[config.mk]
export PLATFORM = sky130hd
export DESIGN_NAME = key_press_encoder
export DESIGN_NICKNAME = d
export VERILOG_FILES = /design/src/rtl/key_press_encoder.sv
export SDC_FILE = /design/constraint.sdc
export NUM_CORES = 1
export LEC_CHECK = 0
export BUFFER_PORTS_ARGS = -buffer_cell sky130_fd_sc_hd__buf_2
export CAP_MARGIN = 25
export CORE_UTILIZATION = 61
export DETAILED_ROUTE_END_ITERATION = 12
export GPL_ROUTABILITY_DRIVEN = 1
export HOLD_SLACK_MARGIN = 0.05
export PLACE_DENSITY_LB_ADDON = 0.2
export SLEW_MARGIN = 20
export SYNTH_ARGS = -nofsm -noshare
export SYNTH_HDL_FRONTEND = slang
export SYNTH_SLANG_ARGS = --single-unit
export TNS_END_PERCENT = 30
[constraint.sdc]
create_clock -name clock -period 4.4 [get_ports clock]
set_input_delay 0.44 -clock clock [delete_from_list [all_inputs] [get_ports clock]]
set_output_delay 0.44 -clock clock [all_outputs]
set_load 0.03 [all_outputs]
[src/rtl/key_press_encoder.sv]
// Four-button front end: two-flop synchroniser, per-key debounce, press-edge
// detection and single-key acceptance into a registered one-hot code.
module key_press_encoder #(
  parameter int DEBOUNCE_CYCLES = 50000
) (
  input  logic       clock,
  input  logic       reset_n,
  input  logic [3:0] key_n,
  input  logic       enable,
  output logic [3:0] onehot,
  output logic       press_valid,
  output logic       multi_press
);

  localparam int CW = $clog2(DEBOUNCE_CYCLES);
  localparam logic [CW-1:0] LAST = CW'(DEBOUNCE_CYCLES - 1);

  logic [3:0]         sync_p0;
  logic [3:0]         sync_p1;
  logic [3:0]         pressed_s;
  logic [3:0]         deb;
  logic [3:0]         deb_next;
  logic [3:0]         rise;
  logic [3:0][CW-1:0] cnt;
  logic [3:0][CW-1:0] cnt_next;
  logic               accept;
  logic               reject;

  // Stage 0/1: synchronise the asynchronous buttons; sync flops idle released.
  always_ff @(posedge clock or negedge reset_n) begin
    if (!reset_n) begin
      sync_p0 <= 4'b1111;
      sync_p1 <= 4'b1111;
    end else begin
      sync_p0 <= key_n;
      sync_p1 <= sync_p0;
    end
  end

  assign pressed_s = ~sync_p1;

  // Stage 2: a state change needs DEBOUNCE_CYCLES consecutive disagreeing samples.
  always_comb begin
    deb_next = deb;
    rise     = 4'b0000;
    cnt_next = '0;
    for (int i = 0; i < 4; i++) begin
      if (pressed_s[i] != deb[i]) begin
        if (cnt[i] == LAST) begin
          deb_next[i] = pressed_s[i];
          rise[i]     = pressed_s[i];
        end else begin
          cnt_next[i] = cnt[i] + CW'(1);
        end
      end
    end
  end

  // A press is unambiguous only if it is the sole rising key and nothing is held.
  assign accept = enable && $onehot(rise) && (deb == 4'b0000);
  assign reject = enable && (rise != 4'b0000) && !accept;

  always_ff @(posedge clock or negedge reset_n) begin
    if (!reset_n) begin
      deb         <= 4'b0000;
      cnt         <= '0;
      onehot      <= 4'b0000;
      press_valid <= 1'b0;
      multi_press <= 1'b0;
    end else begin
      deb         <= deb_next;
      cnt         <= cnt_next;
      press_valid <= accept;
      multi_press <= reject;
      if (accept) begin
        onehot <= rise;
      end
    end
  end

endmodule

* Yosys cells after proc, flatten, opt, wreduce, memory -nomap -nowiden *
Cells that the tools add are included.

storage, ports and cells
  bits in read-only memories = 0
  register bits after elaboration = 82
  bits in writable memories = 0
  output and inout bits = 6
  bits in latches = 0
  memories kept = 0
  input bits = 7
  logic and storage cells = 57

cells by class
  bitwise operators = 1
  order comparisons = 0
  shift operators = 0
  multiply operators = 0
  muxes and demuxes = 16
  div/mod/pow operators = 0
  add/subtract/negate cells = 7
  equal/unequal tests = 9
  reductions and logical operators = 11

operator list
  cell                   number
  $mux 16                8
  $add 16x1->16 const B  4
  $eq 16x16->1 const B   4
  $mux 1                 8
  $reduce_and 2->1       4
  $add 1x1->2            2
  $logic_and 1x1->1      4
  $logic_not 4->1        1
  $ne 1x1->1             4
  $not 4->4              1
  $reduce_bool 4->1      1
  $add 2x2->3            1
  $eq 3x1->1 const B     1
  $logic_not 1->1        1

* Depth between registers and ports, before layout *
Gate-level depths: netlist of run 1.

  depth after elaboration = 10
  gate-level depth with buffers = 12
  depth with buffers taken out = 12

* Least setup slack after synthesis of run 1 *
No wires, ideal clock.

  kind = register to register
  from = register cnt[48] in the netlist's numbering
  to = register onehot[0]
  period minus slack after synthesis = 3.131 ns
  arrival time = 3.006 ns
  library setup time = 0.125 ns
  cell stages (with the launch flop) = 13
  setup slack = 1.269 ns
  buffers on the path = 0
  required time = 4.275 ns
  path through = dfrtp_1 -> ha_1 -> and4_1 -> nand4_1 -> or3_1 -> inv_1 -> fa_1 -> ha_1 -> ha_1 -> nor4b_1 -> nand2_1 -> inv_1 -> mux2_2

on the way
  cells in the longest elaborated chain, start to end = 8

RTL lines
  what                               RTL line  RTL
  from (decl)                        24        logic [3:0][CW-1:0] cnt;
  from (signal assigned)             72        cnt <= cnt_next;
  $eq 16x16->1                       49        if (cnt[i] == LAST) begin
  $mux 1                             49
  $mux 1                             48        if (pressed_s[i] != deb[i]) begin
  net rise[3]                        23        logic [3:0] rise;
  $add 1x1->2 (not written as such)  60        assign accept = enable && $onehot(rise) && (deb == 4'b0000);
  $add 2x2->3 (not written as such)  60
  $eq 3x1->1                         60
  $logic_and 1x1->1 (2 in a row)     60
  net accept                         26        logic accept;
  to (signal assigned)               76        onehot <= rise;
  to (decl)                          10        output logic [3:0] onehot,

The timed path passes the listed nets, and every way through them passes these cells.
A chain may end at the register's enable or synchronous reset.

* Worst setup path in the final report of run 1 *
  from = register cnt[16] in the netlist's numbering
  to = register onehot[1]

The elaborated chain is that of the path after synthesis.

==> flow_summary_export.csv, run 1 <==
group,metric,value,unit
place,dp_hpwl,4330,um
worst_setup_path,crit_chain,"ha_1 > and3_1 > nand4_1 > nor3_1 > fa_1 > ha_1 > ha_1 > nor4b_1 > nand2_1 > inv_1 > mux2_2",
floorplan,die_area,0.00665,mm^2
clock_tree,numCtsBuffers,9,
synthesis,synth_warnings,0,
sta,fin_crit,3.43,ns
sta,setup-violations-final,0,
global_routing,grt_max_degree,83,
worst_setup_path,worstPathMaxFanout,6,
layout,final_util,69.1,%
floorplan,die_y,81.5,um
run_status,status,"finished, final reports clean",
worst_setup_path,worstPathRequired,4.62,ns
worst_setup_path,setup.worst_path.class,"reg -> reg",
synthesis,synth_area_per_cell,10.3,um^2
synthesis,ys_seq_area_share,53.4,%
synthesis,netlist_area,0.00386,mm^2
clock_tree,cts_setup_buffers,0,
sta,tightest_slew,0.720,ns
layout,antenna_cells,0,
worst_setup_path,crit_family,"simple AND/OR/NAND/NOR gates",
power_and_ir_drop,p_leak,1.78,nW
global_routing,grt_pass1_vias,2545,
clock_tree,ctsResizeCount,0,
global_routing,antenna_found_initial,0,
global_routing,grt_pass1_wl,11100,um
clock_tree,ctsHoldBuffers,0,
sta,max_freq,0.292,GHz
place,dp_cells,453,
synthesis,syn-num-nets,388,
layout,syn2layout_area_growth,7.94,%
floorplan,die_w,81.5,um
floorplan,core,0.00603,mm^2
floorplan,fp-row-count,28,
routing,dr.pass1.iters,4,
power_and_ir_drop,powerDensity,317,mW/mm^2
clock_tree,clock_sinks,82,
sta,hold_violations,0,
sta,maxSlewViolCount,0,
worst_setup_path,critPathSlowestCell,"fa_1",
layout,finalNetCount,404,
layout,fin_area,0.00417,mm^2
layout,drive_gt1_share,10.7,%
place,gp_congestion,0.825,
synthesis,synthCells,373,
floorplan,start_util,64.1,%
floorplan,io_pins,13,
worst_hold_path,hold_class,"in -> async",
layout,stdcell_count,469,
worst_setup_path,critPathBufInv,1,
worst_setup_path,end_kind,"register",
sta,skew,0.00885,ns
routing,drt-total-wl,6430,um
worst_setup_path,critPathLaunchType,"register",
power_and_ir_drop,power,1.32,mW
layout,fillerInstances,459,
power_and_ir_drop,ir_drop,225,uV
clock_tree,clk-insertion-delay-late,0.34,ns
synthesis,synth_cell_types,36,
clock_tree,h-tree-depth,3,
routing,route.detailed.drc,0,
routing,wl_per_cell,13.7,um
sta,finalCritPeriodShare,77.9,%
global_routing,overflow,0,
global_routing,grt_usage,22.2,%
worst_setup_path,crit_top_cell,"ha_1",
worst_setup_path,slowest_delay,0.48,ns
sta,rsz0062_at_grt,"no",
clock_tree,root_buffer,"clkbuf_8",
routing,vias_per_cell,5.60,
job,cap_violations,0,
routing,vias,2627,
clock_tree,clk_path_buf_depth,2,
place,post_dp_cell_area,0.00398,mm^2
clock_tree,path_clk_slew,0.07,ns
clock_tree,cts_tree,"done",
sta,slew_headroom,52.0,%
sta,tns,0,ns
routing,drt_first_iter_violations,134,
routing,antenna_left,0,
worst_setup_path,cp_data_arrival_time,3.65,ns
place,numPortBuffers,12,
synthesis,ys_ff_latch,82,
==> registers in the layout (all words and copies together), names as in the netlist <==
signal	count
cnt	64
deb	4
onehot	4
sync_p0	4
sync_p1	4
multi_press	1
press_valid	1
==> synthesized netlist by cell type <==
cell      count  area [um^2]
nor3_1       12         60.1
a21o_1        1         7.51
or4_1         1         7.51
xor2_1       21          184
nor4b_1       7         61.3
and4_4        1         11.3
xnor2_1      37          324
o31ai_1       1         7.51
and3_1       10         62.6
or3_1         3         18.8
nand3_1      25          125
buf_4         1         7.51
nand4_2       1         12.5
dfstp_2       8          210
nand2_1      22         82.6
nor2_1       67          251
and4bb_2      2         25.0
inv_1        12         45.0
nor4_2        1         12.5
nand4_1      18          113
o21ai_0       6         30.0
and4_1        5         43.8
nor4_1       10         62.6
and3b_1       1         8.76
mux2_2        2         22.5
nand2b_1      1         6.26
a21oi_1       2         10.0
fa_1          1         20.0
buf_2         5         25.0
nor4bb_1      4         40.0
nand2_2       1         6.26
dfrtp_1      74         1850
a31oi_1       1         6.26
clkbuf_1      1         3.75
ha_1          7         87.6
and2_1        1         6.26
==> path summary, 6_finish.rpt <==
check | cells past startpoint | slack, ns | end | startpoint
min in group clock | 1 | 0.19 | sync_p0[0] | key_n[0]
max in group asynchronous | 1 | 3.77 | cnt[14] | reset_n
worst min-delay path | 1 | 0.13 | cnt[27] | reset_n
worst max register to register | 11 | 0.97 | onehot[1] | cnt[16]
worst max-delay path | 11 | 0.97 | onehot[1] | cnt[16]
worst min register to register | 0 | 0.35 | sync_p1[3] | sync_p0[3]
==> final cells by class <==
class	count	area (um^2)	share of cell area (%)
Clock buffer	14	173	4.14
Timing Repair Buffer	12	66.3	1.59
Clock inverter	2	10.0	0.240
Tap cell	75	93.8	2.25
Multi-Input combinational cell	272	1720	41.2
Sequential cell	82	2060	49.5
Inverter	12	45.0	1.08
==> through the flow <==
step	hold slack (ns)	setup WS [ns]
6_report	0.127	0.972
5_1_grt	0.167	0.636
4_1_cts	0.176	0.951
3_5_place_dp	0.347	0.967
3_3_place_gp	0.346	1.10
2_1_floorplan	0.144	1.27
==> routing by layer <==
metal | routed length [um] | track usage [%]
met4 | 82 | 9.11
met3 | 192 | 6.00
met2 | 2940 | 34.1
met5 | 0 | 0
met1 | 3210 | 29.9
==> power breakdown <==
group / internal [mW] / total, mW / switching, mW / leakage (nW)
logic: 0.0127 / 0.0430 / 0.0303 / 0.579
clock network: 0.250 / 0.496 / 0.245 / 0.0965
registers: 0.769 / 0.781 / 0.0119 / 1.11
total: 1.03 / 1.32 / 0.287 / 1.78
==> cells in the final DEF (no fill, tap or decap), types with 8 or more instances in the layout <==
cell       n
dfstp_2    8
dfrtp_1   74
nand4_1   18
nor4_1    10
inv_1     12
nor2_1    67
nand2_1   22
and3_1    10
nor3_1    12
buf_2     11
xnor2_1   37
clkbuf_8  12
xor2_1    21
nand3_1   25
==> logic make-up (layout without fill, tap and decap cells) <==
logic type	after synthesis	count (layout)	synth area share (%)
and+or+nand+nor	193	193	26.4
DFF	82	82	53.4
xor gates and xnor gates	58	58	13.2
buffers and inverters	19	40	2.11
AOI/OAI and AO/OA	11	11	1.59
adders and majority gates	8	8	2.79
muxes	2	2	0.583
Note: power is estimated with default switching activity, not from simulation.
==> inputs of run 2 (changes only) <==
--- a/config.mk
+++ b/config.mk
@@ -7,7 +7,7 @@
 export LEC_CHECK = 0
 export BUFFER_PORTS_ARGS = -buffer_cell sky130_fd_sc_hd__buf_2
 export CAP_MARGIN = 25
-export CORE_UTILIZATION = 61
+export CORE_UTILIZATION = 55
 export DETAILED_ROUTE_END_ITERATION = 12
 export GPL_ROUTABILITY_DRIVEN = 1
 export HOLD_SLACK_MARGIN = 0.05
==> constraint.sdc (replaced) <==
create_clock -name clock -period 2.92 [get_ports clock]
set_input_delay 0.292 -clock clock [delete_from_list [all_inputs] [get_ports clock]]
set_output_delay 0.292 -clock clock [all_outputs]
set_load 0.03 [all_outputs]
==> flow_summary_export.csv, run 2 (synthesized netlist as in run 1, its figures left out) <==
group,metric,value,unit
routing,wl_per_cell,13.4,um
layout,top_register,"cnt",
worst_setup_path,worstPathRequired,3.16,ns
floorplan,die_w,85.8,um
worst_hold_path,whs_path_depth,3,
routing,antenna_left,0,
routing,vias_per_cell,5.26,
layout,layout.cells.most_common_list,"dfrtp_1 (73), nor2_1 (67), buf_4 (44), xnor2_1 (37), nand3_1 (25)",
floorplan,die_area,0.00736,mm^2
sta,tns,-0.0418,ns
global_routing,grt_pass1_vias,2790,
sta,rsz0062_at_grt,"yes",
layout,mostFrequentLayoutCell,"dfrtp_1",
routing,vias,2835,
power_and_ir_drop,ir_drop,370,uV
layout,fillerInstances,497,
worst_hold_path,hold_class,"in -> reg",
global_routing,overflow,0,
run_status,status,"finished with violations",
global_routing,grt_usage,21.8,%
clock_tree,numCtsBuffers,9,
worst_setup_path,reg2reg_depth,11,
sta,max_freq,0.340,GHz
clock_tree,clk-insertion-delay-late,0.35,ns
global_routing,grt_pass1_wl,12600,um
floorplan,fp-row-count,30,
routing,drt_first_iter_violations,138,
worst_setup_path,cp_data_arrival_time,3.18,ns
run_status,violations,"negative setup slack",
worst_setup_path,critPathBufInv,2,
global_routing,grt_util_met2,34.2,%
floorplan,core,0.00679,mm^2
clock_tree,h-tree-depth,3,
clock_tree,root_buffer,"clkbuf_8",
sta,fin_crit,2.94,ns
layout,finalNetCount,453,
place,dp_hpwl,4690,um
sta,worst_slack,-0.0214,ns
routing,route.detailed.drc,0,
worst_setup_path,crit_chain,"nor4b_4 > nand4_1 > or3_4 > inv_2 > fa_1 > ha_2 > ha_4 > nor4b_4 > nand2_1 > inv_2 > mux2_4",
floorplan,io_pins,13,
worst_setup_path,path_depth,11,
routing,dr.pass1.iters,4,
global_routing,busiest_layer,"met2",
worst_setup_path,end_kind,"register",
sta,hold_violations,0,
worst_setup_path,crit_family,"simple AND/OR/NAND/NOR gates",
sta,finalCritPeriodShare,101,%
power_and_ir_drop,powerDensity,422,mW/mm^2
place,numPortBuffers,12,
floorplan,start_util,56.8,%
worst_setup_path,critPathSlowestCell,"dfrtp_1",
sta,tightest_slew,0.710,ns
global_routing,antenna_found_initial,0,
layout,antenna_cells,0,
worst_setup_path,critPathLaunchType,"register",
worst_setup_path,worstPathMaxFanout,3,
routing,drt-total-wl,7230,um
clock_tree,path_clk_slew,0.08,ns
sta,slew_headroom,52.6,%
global_routing,use_met1,29.7,%
global_routing,grt_max_degree,83,
sta,maxSlewViolCount,0,
sta,skew,0.0134,ns
worst_setup_path,slowest_delay,0.42,ns
layout,largest_register_ffs,64,
clock_tree,clk_path_buf_depth,2,
layout,final_util,69.5,%
sta,setup-violations-final,2,
layout,drive_gt1_share,23.5,%
worst_setup_path,setup.worst_path.class,"reg -> reg",
clock_tree,clock_sinks,82,
clock_tree,cts_tree,"done",
layout,syn2layout_area_growth,22.3,%
place,gp_congestion,0.846,
power_and_ir_drop,p_leak,2.03,nW
job,cap_violations,0,
power_and_ir_drop,power,1.99,mW
global_routing,gr-usage-met3,4.14,%
floorplan,die_y,85.8,um
==> run 2: timing repair <==
item,CTS,global route
pin swaps,6,5
gates cloned,0,0
endpoints found under the setup margin,5,6
hold buffers,4,1
gates resized for setup,9,8
setup buffers,2,3
endpoints found under the hold margin,4,24
==> run 2: through the flow <==
| step | instances | instance area [um^2] | hold WS (ns) | setup slack (ns) |
|---|---|---|---|---|
| 2_1_floorplan | 373 | 3910 | -0.00359 | -0.0764 |
| 3_3_place_gp | 513 | 4350 | 0.347 | 0.00654 |
| 3_5_place_dp | 513 | 4350 | 0.347 | -0.137 |
| 4_1_cts | 535 | 4630 | 0.137 | 0.00140 |
| 5_1_grt | 539 | 4720 | 0.196 | -0.158 |
| 6_report | 539 | 4720 | 0.202 | -0.0214 |
==> run 2: final cells by class <==
type | instances | area [um^2] | area share (%)
Sequential cell | 82 | 2060 | 43.7
Multi-Input combinational cell | 272 | 1870 | 39.6
Timing Repair Buffer | 61 | 447 | 9.46
Clock buffer | 12 | 145 | 3.08
Tap cell | 96 | 120 | 2.55
Inverter | 12 | 45.0 | 0.954
Clock inverter | 4 | 28.8 | 0.610
==> run 2: worst reg2reg max path: cells and delay by family (launching register included) <==
| kind | cells | cell delay, ns |
|---|---|---|
| adders and majority gates | 3 | 0.84 |
| and+or+nand+nor | 5 | 1.12 |
| buffers and inverters | 2 | 0.17 |
| DFF | 1 | 0.42 |
| muxes | 1 | 0.30 |
==> run 2: report_power, final <==
group	leakage (nW)	internal [mW]	switching, mW
sequential	1.11	1.16	0.0190
clock	0.0826	0.333	0.395
combinational	0.838	0.0363	0.0526
total	2.03	1.53	0.466
==> run 2: final timing paths <==
kind | from | endpoint | slack, ns
max in group asynchronous | reset_n | cnt[28] | 1.88
hold reg to reg | sync_p0[1] | sync_p1[1] | 0.34
min in group asynchronous | reset_n | cnt[36] | 0.54
setup reg to reg | cnt[58] | onehot[1] | -0.02
setup / recovery | cnt[58] | onehot[1] | -0.02
hold / removal | enable | multi_press | 0.20
==> run 2: metal layers <==
metal / share of wire (%) / up-vias
li1: - / 1425
met1: 48 / 1361
met2: 48 / 39
met3: 2.4 / 10
met4: 1.7 / 0
met5: 0 / -
